<file path="src/rtl/gfx_pkg.sv">
// Shared graphics types: FSM states, the latched line command and
// the default screen geometry used by the line rasteriser.
package gfx_pkg;

  localparam int COORD_W_DEF  = 10;
  localparam int COLOUR_W_DEF = 8;
  localparam int H_RES_DEF    = 800;
  localparam int V_RES_DEF    = 480;
  localparam int ADDR_W_DEF   = 18;

  localparam int LC_COORD_W  = COORD_W_DEF;
  localparam int LC_COLOUR_W = COLOUR_W_DEF;

  typedef enum logic [1:0] {
    IDLE,
    SETUP,
    STEP,
    DONE
  } state_e;

  typedef struct packed {
    logic [LC_COORD_W-1:0]  x1;
    logic [LC_COORD_W-1:0]  y1;
    logic [LC_COORD_W-1:0]  x2;
    logic [LC_COORD_W-1:0]  y2;
    logic [LC_COLOUR_W-1:0] colour;
  } line_cmd_t;

  // Two extra bits hold the sign and the 2*err headroom.
  function automatic int err_w(input int coord_w);
    return coord_w + 2;
  endfunction

endpackage

</file>
<file path="src/rtl/line_draw_engine_if.sv">
// Command and pixel-write handshake bundle of the line engine.
// master = command/arbiter side, slave = the engine.
interface line_draw_engine_if
  import gfx_pkg::*;
#(
  parameter int COORD_W  = COORD_W_DEF,
  parameter int COLOUR_W = COLOUR_W_DEF,
  parameter int ADDR_W   = ADDR_W_DEF
);

  logic                Cmd_Valid;
  logic                Cmd_Ready;
  logic [COORD_W-1:0]  Cmd_X1;
  logic [COORD_W-1:0]  Cmd_Y1;
  logic [COORD_W-1:0]  Cmd_X2;
  logic [COORD_W-1:0]  Cmd_Y2;
  logic [COLOUR_W-1:0] Cmd_Colour;
  logic                Abort;
  logic                Pix_Valid;
  logic                Pix_Ready;
  logic [COORD_W-1:0]  Pix_X;
  logic [COORD_W-1:0]  Pix_Y;
  logic [ADDR_W-1:0]   Pix_Addr;
  logic [15:0]         Pix_Data;
  logic                Pix_UDS_L;
  logic                Pix_LDS_L;
  logic                Busy;
  logic                Done;

  modport master (
    output Cmd_Valid, Cmd_X1, Cmd_Y1,
    output Cmd_X2, Cmd_Y2, Cmd_Colour,
    output Abort, Pix_Ready,
    input  Cmd_Ready, Pix_Valid,
    input  Pix_X, Pix_Y, Pix_Addr,
    input  Pix_Data, Pix_UDS_L, Pix_LDS_L,
    input  Busy, Done
  );

  modport slave (
    input  Cmd_Valid, Cmd_X1, Cmd_Y1,
    input  Cmd_X2, Cmd_Y2, Cmd_Colour,
    input  Abort, Pix_Ready,
    output Cmd_Ready, Pix_Valid,
    output Pix_X, Pix_Y, Pix_Addr,
    output Pix_Data, Pix_UDS_L, Pix_LDS_L,
    output Busy, Done
  );

endinterface

</file>
<file path="src/rtl/gfx_pix_addr.sv">
// Pixel (x,y) to 16-bit SRAM word address plus active-low byte
// strobes; even x is the upper byte, odd x the lower byte.
module gfx_pix_addr
  import gfx_pkg::*;
#(
  parameter int COORD_W = COORD_W_DEF,
  parameter int ADDR_W  = ADDR_W_DEF,
  parameter int H_RES   = H_RES_DEF
) (
  input  logic [COORD_W-1:0] x,
  input  logic [COORD_W-1:0] y,
  input  logic               en,
  output logic [ADDR_W-1:0]  addr,
  output logic               uds_l,
  output logic               lds_l
);

  localparam int LW = ADDR_W + 1;

  logic [LW-1:0] lin;

  assign lin   = LW'(y) * LW'(H_RES) + LW'(x);
  assign addr  = ADDR_W'(lin >> 1);
  assign uds_l = !(en && !x[0]);
  assign lds_l = !(en && x[0]);

endmodule

</file>
<file path="src/rtl/line_draw_engine.sv">
// Bresenham line rasteriser, any octant, one pixel write per step.
// Define LINE_CLIP_EN to suppress writes for off-screen steps.
module line_draw_engine
  import gfx_pkg::*;
#(
  parameter int COORD_W  = COORD_W_DEF,
  parameter int COLOUR_W = COLOUR_W_DEF,
  parameter int H_RES    = H_RES_DEF,
  parameter int V_RES    = V_RES_DEF,
  parameter int ADDR_W   = ADDR_W_DEF
) (
  input  logic              Clk,
  input  logic              Reset,
  line_draw_engine_if.slave bus
);

  localparam int EW = err_w(COORD_W);

`ifdef LINE_CLIP_EN
  localparam bit CLIP = 1'b1;
`else
  localparam bit CLIP = 1'b0;
`endif

  localparam logic [COORD_W:0] X_LIM =
    (COORD_W+1)'(H_RES);
  localparam logic [COORD_W:0] Y_LIM =
    (COORD_W+1)'(V_RES);

  typedef logic signed [EW-1:0] err_t;

  state_e             state_q, state_d;
  line_cmd_t          cmd_q, cmd_d;
  logic [COORD_W-1:0] x_q, x_d;
  logic [COORD_W-1:0] y_q, y_d;
  err_t               dx_q, dx_d;
  err_t               dy_q, dy_d;
  err_t               err_q, err_d;
  logic               sx_q, sx_d;
  logic               sy_q, sy_d;
  logic               rdy_q, rdy_d;

  logic [COORD_W-1:0]  x1, y1, x2, y2;
  logic [COLOUR_W-1:0] colour;
  err_t                ex1, ey1, ex2, ey2;
  logic signed [EW:0]  e2, dx_ext, dy_ext;
  logic                on_scr, show, adv, at_end;

  assign x1     = COORD_W'(cmd_q.x1);
  assign y1     = COORD_W'(cmd_q.y1);
  assign x2     = COORD_W'(cmd_q.x2);
  assign y2     = COORD_W'(cmd_q.y2);
  assign colour = COLOUR_W'(cmd_q.colour);

  assign ex1 = $signed({2'b00, x1});
  assign ey1 = $signed({2'b00, y1});
  assign ex2 = $signed({2'b00, x2});
  assign ey2 = $signed({2'b00, y2});

  assign e2     = $signed({err_q, 1'b0});
  assign dx_ext = $signed({dx_q[EW-1], dx_q});
  assign dy_ext = $signed({dy_q[EW-1], dy_q});

  assign on_scr = ({1'b0, x_q} < X_LIM) &&
                  ({1'b0, y_q} < Y_LIM);
  assign show   = (state_q == STEP) &&
                  (!CLIP || on_scr);
  // A clipped step never waits for the arbiter.
  assign adv    = show ? bus.Pix_Ready : 1'b1;
  assign at_end = (x_q == x2) && (y_q == y2);

  always_comb begin
    state_d = state_q;
    cmd_d   = cmd_q;
    x_d     = x_q;
    y_d     = y_q;
    dx_d    = dx_q;
    dy_d    = dy_q;
    err_d   = err_q;
    sx_d    = sx_q;
    sy_d    = sy_q;
    rdy_d   = 1'b1;
    unique case (state_q)
      IDLE: begin
        if (bus.Cmd_Valid && rdy_q) begin
          cmd_d.x1     = LC_COORD_W'(bus.Cmd_X1);
          cmd_d.y1     = LC_COORD_W'(bus.Cmd_Y1);
          cmd_d.x2     = LC_COORD_W'(bus.Cmd_X2);
          cmd_d.y2     = LC_COORD_W'(bus.Cmd_Y2);
          cmd_d.colour = LC_COLOUR_W'(bus.Cmd_Colour);
          x_d          = bus.Cmd_X1;
          y_d          = bus.Cmd_Y1;
          state_d      = SETUP;
        end
      end
      SETUP: begin
        sx_d    = x2 < x1;
        sy_d    = y2 < y1;
        dx_d    = sx_d ? ex1 - ex2 : ex2 - ex1;
        dy_d    = sy_d ? ey2 - ey1 : ey1 - ey2;
        err_d   = dx_d + dy_d;
        state_d = bus.Abort ? DONE : STEP;
      end
      STEP: begin
        if (bus.Abort) begin
          state_d = DONE;
        end else if (adv) begin
          if (at_end) begin
            state_d = DONE;
          end else begin
            if (e2 >= dy_ext) begin
              err_d = err_d + dy_q;
              x_d   = sx_q ? x_q - COORD_W'(1)
                           : x_q + COORD_W'(1);
            end
            if (e2 <= dx_ext) begin
              err_d = err_d + dx_q;
              y_d   = sy_q ? y_q - COORD_W'(1)
                           : y_q + COORD_W'(1);
            end
          end
        end
      end
      DONE: state_d = IDLE;
      default: state_d = IDLE;
    endcase
  end

  always_ff @(posedge Clk or posedge Reset) begin
    if (Reset) begin
      state_q <= IDLE;
      cmd_q   <= '0;
      x_q     <= '0;
      y_q     <= '0;
      dx_q    <= '0;
      dy_q    <= '0;
      err_q   <= '0;
      sx_q    <= 1'b0;
      sy_q    <= 1'b0;
      rdy_q   <= 1'b0;
    end else begin
      state_q <= state_d;
      cmd_q   <= cmd_d;
      x_q     <= x_d;
      y_q     <= y_d;
      dx_q    <= dx_d;
      dy_q    <= dy_d;
      err_q   <= err_d;
      sx_q    <= sx_d;
      sy_q    <= sy_d;
      rdy_q   <= rdy_d;
    end
  end

  assign bus.Cmd_Ready = (state_q == IDLE) && rdy_q;
  assign bus.Pix_Valid = show;
  assign bus.Pix_X     = x_q;
  assign bus.Pix_Y     = y_q;
  assign bus.Pix_Data  = 16'({colour, colour});
  assign bus.Busy      = state_q != IDLE;
  assign bus.Done      = state_q == DONE;

  gfx_pix_addr #(
    .COORD_W (COORD_W),
    .ADDR_W  (ADDR_W),
    .H_RES   (H_RES)
  ) u_pix_addr (
    .x     (x_q),
    .y     (y_q),
    .en    (show),
    .addr  (bus.Pix_Addr),
    .uds_l (bus.Pix_UDS_L),
    .lds_l (bus.Pix_LDS_L)
  );

endmodule

</file>
<file path="src/flat_wrapper.sv">
// flat-port wrapper written by rule: the top's interface ports become plain ports
module line_draw_engine_flat import gfx_pkg::*;
#(
  parameter int COORD_W  = COORD_W_DEF,
  parameter int COLOUR_W = COLOUR_W_DEF,
  parameter int H_RES    = H_RES_DEF,
  parameter int V_RES    = V_RES_DEF,
  parameter int ADDR_W   = ADDR_W_DEF
)
  (Clk, Reset, bus_Cmd_Valid, bus_Cmd_X1, bus_Cmd_Y1, bus_Cmd_X2, bus_Cmd_Y2, bus_Cmd_Colour, bus_Abort, bus_Pix_Ready, bus_Cmd_Ready, bus_Pix_Valid, bus_Pix_X, bus_Pix_Y, bus_Pix_Addr, bus_Pix_Data, bus_Pix_UDS_L, bus_Pix_LDS_L, bus_Busy, bus_Done);
  line_draw_engine_if #(.COORD_W(COORD_W), .COLOUR_W(COLOUR_W), .ADDR_W(ADDR_W)) bus_i ();
  input  logic Clk;
  input  logic Reset;
  input wire logic [$bits(bus_i.Cmd_Valid)-1:0] bus_Cmd_Valid;
  input wire logic [$bits(bus_i.Cmd_X1)-1:0] bus_Cmd_X1;
  input wire logic [$bits(bus_i.Cmd_Y1)-1:0] bus_Cmd_Y1;
  input wire logic [$bits(bus_i.Cmd_X2)-1:0] bus_Cmd_X2;
  input wire logic [$bits(bus_i.Cmd_Y2)-1:0] bus_Cmd_Y2;
  input wire logic [$bits(bus_i.Cmd_Colour)-1:0] bus_Cmd_Colour;
  input wire logic [$bits(bus_i.Abort)-1:0] bus_Abort;
  input wire logic [$bits(bus_i.Pix_Ready)-1:0] bus_Pix_Ready;
  output wire logic [$bits(bus_i.Cmd_Ready)-1:0] bus_Cmd_Ready;
  output wire logic [$bits(bus_i.Pix_Valid)-1:0] bus_Pix_Valid;
  output wire logic [$bits(bus_i.Pix_X)-1:0] bus_Pix_X;
  output wire logic [$bits(bus_i.Pix_Y)-1:0] bus_Pix_Y;
  output wire logic [$bits(bus_i.Pix_Addr)-1:0] bus_Pix_Addr;
  output wire logic [$bits(bus_i.Pix_Data)-1:0] bus_Pix_Data;
  output wire logic [$bits(bus_i.Pix_UDS_L)-1:0] bus_Pix_UDS_L;
  output wire logic [$bits(bus_i.Pix_LDS_L)-1:0] bus_Pix_LDS_L;
  output wire logic [$bits(bus_i.Busy)-1:0] bus_Busy;
  output wire logic [$bits(bus_i.Done)-1:0] bus_Done;
  assign bus_i.Cmd_Valid = bus_Cmd_Valid;
  assign bus_i.Cmd_X1 = bus_Cmd_X1;
  assign bus_i.Cmd_Y1 = bus_Cmd_Y1;
  assign bus_i.Cmd_X2 = bus_Cmd_X2;
  assign bus_i.Cmd_Y2 = bus_Cmd_Y2;
  assign bus_i.Cmd_Colour = bus_Cmd_Colour;
  assign bus_i.Abort = bus_Abort;
  assign bus_i.Pix_Ready = bus_Pix_Ready;
  assign bus_Cmd_Ready = bus_i.Cmd_Ready;
  assign bus_Pix_Valid = bus_i.Pix_Valid;
  assign bus_Pix_X = bus_i.Pix_X;
  assign bus_Pix_Y = bus_i.Pix_Y;
  assign bus_Pix_Addr = bus_i.Pix_Addr;
  assign bus_Pix_Data = bus_i.Pix_Data;
  assign bus_Pix_UDS_L = bus_i.Pix_UDS_L;
  assign bus_Pix_LDS_L = bus_i.Pix_LDS_L;
  assign bus_Busy = bus_i.Busy;
  assign bus_Done = bus_i.Done;
  line_draw_engine #(.COORD_W(COORD_W), .COLOUR_W(COLOUR_W), .H_RES(H_RES), .V_RES(V_RES), .ADDR_W(ADDR_W)) u_core (.Clk(Clk), .Reset(Reset), .bus(bus_i));
endmodule
</file>
<file path="config.mk">
export PLATFORM = sky130hd
export DESIGN_NAME = line_draw_engine_flat
export DESIGN_NICKNAME = d
export VERILOG_FILES = /design/src/rtl/gfx_pkg.sv /design/src/rtl/line_draw_engine_if.sv /design/src/rtl/gfx_pix_addr.sv /design/src/rtl/line_draw_engine.sv /design/src/flat_wrapper.sv
export SDC_FILE = /design/constraint.sdc
export NUM_CORES = 1
export LEC_CHECK = 0
export BUFFER_PORTS_ARGS = -buffer_cell sky130_fd_sc_hd__buf_2
export CORE_AREA = 2 2 130 145
export CTS_BUF_LIST = sky130_fd_sc_hd__clkbuf_16
export DETAILED_ROUTE_END_ITERATION = 10
export DIE_AREA = 0 0 132 147
export PLACE_DENSITY = 0.86
export RECOVER_POWER = 100
export SYNTH_ARGS = -nofsm -noshare
export SYNTH_HDL_FRONTEND = slang
export SYNTH_SLANG_ARGS = --single-unit
</file>
<file path="constraint.sdc">
create_clock -name Clk -period 8.1 [get_ports Clk]
set_input_delay 2.025 -clock Clk [delete_from_list [all_inputs] [get_ports Clk]]
set_output_delay 2.025 -clock Clk [all_outputs]
set_load 0.05 [all_outputs]
</file>
## Yosys cells after proc, flatten, opt, wreduce, memory -nomap -nowiden

Index checks and enable logic that the tools add are counted.

| word-level totals | value |
|---|---|
| register bits | 109 |
| word-level logic and storage cells | 94 |
| input port bits | 53 |

| cells by class | value |
|---|---|
| add/subtract/negate cells | 12 |
| multipliers | 1 |
| multiplexer cells | 33 |
| reductions and logical operators | 17 |
| equal/unequal tests | 13 |
| order comparisons | 4 |

Operator list:

| cell | number |
|---|---|
| $mux 12 | 11 |
| $mux 10 | 12 |
| $sub 10x10->11 | 4 |
| $pmux 10 s2 | 2 |
| $add 12x12->12 | 3 |
| $pmux 12 s2 | 1 |
| $add 10x1->10 const B | 2 |
| $eq 10x10->1 | 2 |
| $lt 10x10->1 | 2 |
| $sub 10x1->10 const B | 2 |
| $add 19x10->19 | 1 |
| $mul 10x5->14 const B | 1 |
| $ge 13x12->1 | 1 |
| $le 13x12->1 | 1 |
| $reduce_and 6->1 | 2 |
| $ne 2x2->1 const B | 5 |
| $mux 2 | 4 |
| $pmux 2 s4 | 1 |
| $ne 3x3->1 const B | 2 |
| $reduce_bool 2->1 | 3 |
| $logic_and 1x1->1 | 5 |
| $eq 2x2->1 const B | 2 |
| $reduce_and 4->1 | 1 |
| $logic_not 1->1 | 3 |
| 6 further kinds | 7 |

## Logic depth before layout (Yosys ltp)

Gate-level depths: netlist of the first run.

| logic depth | value |
|---|---|
| depth in word-level cells | 12 |
| gate-level depth with buffers | 19 |
| depth with buffers taken out | 19 |

## Hierarchy

A second synthesis of the first run with hierarchy kept.

| unflattened totals | value |
|---|---|
| cell total of the unflattened synthesis | 1230 |
| area total of the unflattened synthesis | 10909.2 um2 |

By module, submodules not included:

| module | cells an instance | sequential area each (um2) | area each (um2) | instances |
|---|---|---|---|---|
| line_draw_engine | 1089 | 2677.6 | 9679.3 | 1 |
| gfx_pix_addr | 141 | 0.0 | 1229.9 | 1 |

## Worst setup path before layout of the first run

Ideal clock, no wire load.

| path | value |
|---|---|
| kind | flip-flop to output port |
| start point | reg u_core.y_q[3] (netlist: u_core.bus.Pix_Y[3]) |
| end point | out bus_Pix_Addr[16] |
| data required time | 6075 ps |
| cell stages (with the launch flop) | 15 |
| setup slack | 1738 ps |
| arrival | 4337 ps |
| cell sequence | dfrtp_1 ha_1 ha_1 inv_1 fa_1 inv_1 ha_1 nor2b_1 o21ai_1 nand2b_1 a311oi_1 xnor2_1 nand2_1 or3b_1 xor2_1 |

| between the ends | value |
|---|---|
| longest elaborated chain between the ends | 2 |

Ends and longest elaborated chain:

| item | RTL line | RTL |
|---|---|---|
| from (decl) | line_draw_engine.sv:35 | `logic [COORD_W-1:0] y_q, y_d;` |
| from (signal assigned) | line_draw_engine.sv:145 | `y_q <= y_d;` |
| $mul 10x5->14 | gfx_pix_addr.sv:22 | `assign lin = LW'(y) * LW'(H_RES) + LW'(x);` |
| $add 19x10->19 | gfx_pix_addr.sv:22 |  |
| to (decl) | flat_wrapper.sv:26 | `output wire logic [$bits(bus_i.Pix_Addr)-1:0] bus_Pix_Addr;` |

No other way between the ends.

## Final worst setup path of the first run

| path | value |
|---|---|
| start point | reg u_core.y_q[2] (netlist: u_core.bus.Pix_Y[2]) |
| end point | out bus_Pix_Addr[17] |

Same word-level chain as after synthesis.

==> results.md, run 1 <==
- Max-slew headroom: -144%
- Clock Tree Root: clkbuf_16
- Largest net degree at the start of global routing: 70
- Vias in the first global route: 8959
- Worst path cell trace: ha_1 > ha_1 > inv_1 > fa_1 > inv_1 > ha_1 > nor2b_1 > o21ai_1 > nand2b_1 > xnor2_1 > nor4_1 > nand2_1 > nor4b_1 > xnor3_1 > buf_2
- Clock tree buffer depth: 2
- Critical Path End Type: output pin
- R2r setup slk: 2570 ps
- CTS resizes: 0
- FILL cells: 1502
- Primary FF master, synth: dfrtp_1
- Crit start category: flop
- Num ports: 113
- N_diodes: 0
- Hold WC Path Type: reg -> reg
- Avg Cell Area, Syn: 9.05 µm²
- Initial antenna violation count: 0
- WL per Instance: 17.4 µm
- Hold Violations, Final: 0
- Clock buffer count from CTS: 9
- Worst Skew: 10.3 ps
- Fmax achieved: 151 MHz
- Crit path required time: 6080 ps
- Via count: 9019
- Max Slew Vio Count: 237
- WHS Path Cells: 1
- Initial Util: 59.0%
- GRT busiest layer: met2
- Post-DRT Antenna Nets: 0
- RSZ-0062 raised after global routing: false
- HP Start: u_core.colour[7]
- M2 GR Usage: 48.9%
- NumNets Final: 1488
- DIE HEIGHT: 147 µm
- Slowest cell on the critical path: fa_1
- WS Path Type: reg -> out
- WL final: 26.3 mm
- Final RePlAce weighted congestion: 0.894
- Setup-failing EPs final: 0
- Die area: 0.0194 mm²
- Setup TNS: 0 ps
- Slew @ Worst Pin: 3650 ps
- Clk_lat worst skew: 370 ps
- PortBufs: 112
- Final HPWL DP: 20.6 mm
- Synth unique cells: 82
- Vias/cell: 5.96
- Cell taking the most area after synthesis: dfrtp_1
- Failing checks: max-capacitance violations, max-slew violations
- Post-synthesis sequential area ratio: 25.2%
- Cells after Synth: 1174
- Max stage delay on crit path: 510 ps
- DRC viols: 0
- DIE WIDTH: 132 µm
- Post-synth EDFFs: 0
- Synth Register Bits: 107
- H-tree lvl count: 3
- Share of flip-flops with an asynchronous set or reset: 100%
- Post-synthesis cell area: 0.0106 mm²
- Status: finished, violations left
- Min cycle time layout: 6610 ps
- Worst Path Max Fanout: 7
- Reg2reg start: u_core.x2[1]
- Yosys top cell area share: 25.2%
- CTS tree: yes
- Cts hold-fix bufs: 0
- WHS Endpoint: u_core.colour[7]
- Layout Area Growth over Synthesis: 8.30%
- DR iter-0 viols: 622
- Ys Warns: 0
- CTS sink count: 107
- Max capacitance violation total: 5
- DR pass1 iterations: 5
- Layout cells sized above 1: 11.8%
- First-pass GRT wire length: 43.6 mm
- M3 GR Usage: 3.17%
- Commonest cells in the netlist: 156 x ha_1, 138 x inv_1, 107 x dfrtp_1
- Overall routing resource usage: 27.7%
- Critical Path Most Common Cell: ha_1
- GR Util met1: 33.8%
- Postcts setup bufs: 0
- Top-count cell post-synth: ha_1
- Capturing point of the worst reg2reg path: u_core.err_q[10]
- Clock transition at path regs: 80 ps
- Core area: 0.0180 mm²
- Synthesized net count: 1398
- Largest cells by area after synthesis: dfrtp_1 25%, ha_1 18%, mux2_2 7.0%
- Crit path DAT: 4580 ps
- Row cnt: 52
- Total grt overflow: 0
- Register-to-Register Path Depth: 18
- Final Cycle Share: 81.6%
-- metal layers --
layer / wire [µm] / vias to the layer above
met5: 0 / -
met3: 1180 / 82
li1: - / 4318
met4: 1150 / 0
met2: 13000 / 290
met1: 10900 / 4329
-- final cells by class --
cell class                 count  area (µm²)  share of cell area, %
multi-input combinational    888        7180                   62.4
timing repair buffer         119         522                   4.53
clock inverter                 7        80.1                  0.696
tap                          243         304                   2.64
clock buffer                   9         225                   1.96
sequential                   107        2680                   23.3
inverter                     139         523                   4.54
-- cells in the final DEF, fill, tap and decap left out, types with 6 or more instances in the layout --
cell / count
inv_1: 137
clkbuf_1: 63
mux2_1: 11
o211ai_1: 8
nor4_1: 8
o21bai_1: 7
ha_1: 156
clkbuf_16: 9
a211oi_1: 11
nand3_1: 16
mux2i_1: 30
o31ai_1: 6
xnor2_1: 52
nor3_1: 22
a21o_1: 24
nand2b_1: 6
xor2_1: 32
o21ai_0: 64
nand4_1: 6
o21a_1: 13
dfrtp_1: 107
o21ai_1: 7
nand2_1: 73
nor2_1: 62
nor2b_1: 14
a21oi_1: 76
mux2_2: 64
fa_1: 15
or3_1: 7
buf_2: 54
-- sequential cells by signal, indices dropped and copies added (netlist names) --
name and cells:
u_core.x2 10, u_core.rdy_q 1, u_core.x1 10, u_core.y1 10
u_core.dx_q 11, u_core.colour 8, u_core.state_q 2, u_core.bus.Pix_X 10
u_core.bus.Pix_Y 10, u_core.err_q 12, u_core.sy_q 1, u_core.dy_q 11
u_core.y2 10, u_core.sx_q 1
-- worst max-delay path by stage --
stage / from / endpoint / slack [ps] / cells after the start
after floorplan: u_core.bus.Pix_Y[3] / bus_Pix_Addr[16] / 1740 / 14
after global placement: u_core.bus.Pix_Y[2] / bus_Pix_Addr[17] / 2130 / 15
after detailed placement: u_core.bus.Pix_Y[2] / bus_Pix_Addr[17] / 1990 / 15
after CTS: u_core.bus.Pix_Y[2] / bus_Pix_Addr[17] / 1580 / 15
after global routing: Reset / u_core.bus.Pix_Y[1] / 820 / 3
final: u_core.bus.Pix_Y[2] / bus_Pix_Addr[17] / 1490 / 15
-- through the flow --
stage	worst slack [ps]	util, %	std cells	instance area, µm²	hold WS [ps]
floorplan	1740	-	1174	10600	475
global placement	2130	62.9	1496	11300	497
detailed placement	1990	62.9	1496	11300	513
CTS	1580	64.6	1512	11600	533
global route	824	63.9	1512	11500	559
finish	1490	63.9	1512	11500	537
-- critical path: cells and delay by family, from the launching register on --
family | cells | cell delay (ps)
buffers and inverters | 3 | 320
AND/OR/NAND/NOR | 5 | 1310
flip-flops | 1 | 480
AO/OA/AOI/OAI | 1 | 110
adder cells (fa/ha/maj) | 4 | 1440
XOR/XNOR | 2 | 560
-- cell families (layout without fill, tap and decap cells) --
logic type,count (synthesis),in the layout,share of synthesized area (%)
AOI/OAI and AO/OA,284,284,17.4
and+or+nand+nor,242,242,11.3
buffers and inverters,179,274,6.94
adders and majority gates,171,171,21.2
DFF,107,107,25.2
muxes,105,105,10.8
xor gates and xnor gates,85,85,7.13
other,1,1,0.0353
Power of run 1 is left out: the tool's default activity adds up to more than one toggle a clock period on the data nets, which glitch-free logic cannot reach.
==> inputs of run 2 (changes only) <==
--- a/config.mk
+++ b/config.mk
@@ -5,12 +5,13 @@
 export SDC_FILE = /design/constraint.sdc
 export NUM_CORES = 1
 export LEC_CHECK = 0
+export ABC_AREA = 1
 export BUFFER_PORTS_ARGS = -buffer_cell sky130_fd_sc_hd__buf_2
-export CORE_AREA = 2 2 130 145
+export CORE_AREA = 2 2 141 157
 export CTS_BUF_LIST = sky130_fd_sc_hd__clkbuf_16
 export DETAILED_ROUTE_END_ITERATION = 10
-export DIE_AREA = 0 0 132 147
-export PLACE_DENSITY = 0.86
+export DIE_AREA = 0 0 143 159
+export PLACE_DENSITY = 0.84
 export RECOVER_POWER = 100
 export SYNTH_ARGS = -nofsm -noshare
 export SYNTH_HDL_FRONTEND = slang
==> constraint.sdc (replaced) <==
create_clock -name Clk -period 5.4 [get_ports Clk]
set_input_delay 1.35 -clock Clk [delete_from_list [all_inputs] [get_ports Clk]]
set_output_delay 1.35 -clock Clk [all_outputs]
set_load 0.05 [all_outputs]
==> run 2 against run 1 <==
Compared with the run above: the flow still finishes with violations (max-capacitance violations, max-slew violations); highest routed layer unchanged; non-clock buffer count decreased by 2; worst hold slack worse by 17 ps; clock skew is 6.9 ps higher; critical path depth grew 2; global-route usage barely moved; die area increased by 17%.
==> results.md, run 2 <==
- Status: finished, violations left
- Failing checks: max-capacitance violations, max-slew violations
- Synth unique cells: 49
- Largest cells by area after synthesis: dfrtp_1 23%, ha_1 17%, nand2_1 15%
- Layout Area Growth over Synthesis: 7.21%
- Commonest cells in the netlist: 462 x nand2_1, 281 x inv_1, 156 x ha_1
- Cells after Synth: 1715
- Clock buffer count from CTS: 9
- Setup TNS: 0 ps
- Synth Register Bits: 107
- Max FFs per register: 12
- Via count: 11352
- Clock Tree Root: clkbuf_16
- Worst Skew: 17.2 ps
- Overall routing resource usage: 27.6%
- Cts hold-fix bufs: 0
- NumNets Final: 2016
- Num ports: 113
- DIE HEIGHT: 159 µm
- Register-to-Register Path Depth: 23
- Row cnt: 56
- WL per Instance: 14.8 µm
- Setup WS post-layout: 189 ps
- Hold Violations, Final: 0
- Post-synthesis cell area: 0.0117 mm²
- Most frequent cells in the layout: 464 x nand2_1, 281 x inv_1, 156 x ha_1
- R2r setup slk: 1070 ps
- Synthesized net count: 1939
- Primary FF master, synth: dfrtp_1
- DRC viols: 0
- Capturing point of the worst reg2reg path: u_core.err_q[6]
- Clock tree buffer depth: 2
- Post-synthesis sequential area ratio: 22.9%
- Most common cell after layout, fill and taps aside: nand2_1
- Crit start category: flop
- DR iter-0 viols: 712
- Final HPWL DP: 24.7 mm
- CTS tree: yes
- DIE WIDTH: 143 µm
- Slew @ Worst Pin: 3160 ps
- Reg2reg start: u_core.y2[2]
- Vias in the first global route: 10878
- Vias/cell: 5.44
- Avg Cell Area, Syn: 6.81 µm²
- DR pass1 iterations: 8
- Worst Path Max Fanout: 7
- H-tree lvl count: 3
- Final RePlAce weighted congestion: 0.958
- Initial antenna violation count: 0
- Reg with most FFs: u_core.err_q
- WHS Path Cells: 2
- Max-slew headroom: -112%
- Post-DRT Antenna Nets: 0
- Total grt overflow: 0
- Crit path required time: 4050 ps
- Critical Path End Type: output pin
- Max Slew Vio Count: 146
- RSZ-0062 raised after global routing: false
- Top-count cell post-synth: nand2_1
- Initial Util: 55.4%
- Cell taking the most area after synthesis: dfrtp_1
- Hold WC Path Type: reg -> reg
- CTS sink count: 107
- WS Path Type: reg -> out
- PortBufs: 112
- Fmax achieved: 192 MHz
- First-pass GRT wire length: 51.2 mm
- Ys Warns: 0
- Crit path DAT: 3860 ps
- Max capacitance violation total: 4
- Setup-failing EPs final: 0
- Biggest regs: u_core.err_q: 12 flops, u_core.dx_q: 11 flops, u_core.dy_q: 11 flops
- Worst Setup EP: bus_Pix_Addr[17]
- Largest net degree at the start of global routing: 68
- FILL cells: 2004
- Min cycle time layout: 5210 ps
- Clock transition at path regs: 80 ps
- Crit. Startpoint: u_core.bus.Pix_Y[3]
- Share of flip-flops with an asynchronous set or reset: 100%
- Post-synth EDFFs: 0
- Pre-CTS setup slack: 509 ps
- Layout cells sized above 1: 6.79%
- N_diodes: 0
- Die area: 0.0227 mm²
- WL final: 31.0 mm
- Yosys top cell area share: 22.9%
- Core area: 0.0211 mm²
- Clk_lat worst skew: 380 ps
- Final Cycle Share: 96.5%
-- run 2: cell count changes in the layout (fill, tap and decap cells not counted), sizes merged, moves of 35 or more --
| cell | change |
|---|---|
| nand2 | +402 |
| inv | +147 |
| nor2 | +75 |
| nand3 | +74 |
| mux2 | -67 |
| o21ai | +37 |
| a21oi | +35 |
-- run 2: critical path: stages (launching register included) --
cell and delay [ps]:
dfrtp_2 460, ha_1 320, ha_1 280, inv_1 50, fa_1 500, inv_1 50
ha_1 350, a21oi_1 200, o21ai_0 180, xor2_1 220, inv_1 90, nand4_1 140
nor2_1 180, nand3_1 80, nand2_1 60, nand2_1 50, inv_1 50, clkbuf_4 220
-- run 2: how the worst min path moves through the flow --
stage,startpoint,to,slack (ps)
4_1_cts,u_core.y1[8],u_core.y1[8],520
5_1_grt,u_core.y1[8],u_core.y1[8],560
2_1_floorplan,u_core.dy_q[7],u_core.dy_q[7],470
3_3_place_gp,u_core.x1[5],u_core.x1[5],500
3_5_place_dp,u_core.y1[8],u_core.y1[8],500
6_report,u_core.y1[8],u_core.y1[8],520
-- run 2: repair_timing --
| item | in CTS | in global routing |
|---|---|---|
| endpoints found under the setup margin | 0 | 3 |
| gates resized for setup | 0 | 9 |
| endpoints found under the hold margin | 0 | 0 |
| buffers inserted | 0 | 0 |
-- run 2: layer usage --
metal | track usage, % | vias to the layer above | wire length (µm)
li1 | - | 5610 | -
met1 | 35.4 | 5240 | 12900
met2 | 46.8 | 422 | 14900
met3 | 3.52 | 80 | 1900
met4 | 11.5 | 0 | 1300
met5 | 0 | - | 0
-- run 2: cells by family (layout without fill, tap and decap cells) --
| logic type | after synthesis | in the layout | synth area share (%) |
|---|---|---|---|
| adder cells (fa/ha/maj) | 171 | 171 | 19.3 |
| multiplexers | 8 | 8 | 0.771 |
| AO/OA/AOI/OAI | 273 | 273 | 13.4 |
| XOR/XNOR | 75 | 75 | 5.62 |
| other | 1 | 1 | 0.0321 |
| buffers and inverters | 337 | 419 | 11.9 |
| AND/OR/NAND/NOR | 743 | 743 | 26.1 |
| flip-flops | 107 | 107 | 22.9 |
-- run 2: stage by stage --
| stage | std cells | hold WS [ps] | cell area [µm²] | utilization, % |
|---|---|---|---|---|
| floorplan | 1715 | 475 | 11700 | - |
| global placement | 2071 | 496 | 12300 | 58.5 |
| detailed placement | 2071 | 503 | 12300 | 58.5 |
| CTS | 2087 | 522 | 12600 | 60.0 |
| global route | 2087 | 557 | 12500 | 59.4 |
| finish | 2087 | 520 | 12500 | 59.4 |
-- run 2: area by class of cell --
class | count | area [µm²] | share of cell area [%]
multi-input cells | 1271 | 7570 | 60.5
flip-flops and latches | 107 | 2680 | 21.4
inverters | 286 | 1070 | 8.58
repair buffers | 117 | 524 | 4.18
well taps | 290 | 363 | 2.90
clock buffers | 9 | 225 | 1.80
clock inverters | 7 | 83.8 | 0.669
Power of run 2 is left out for the same reason.
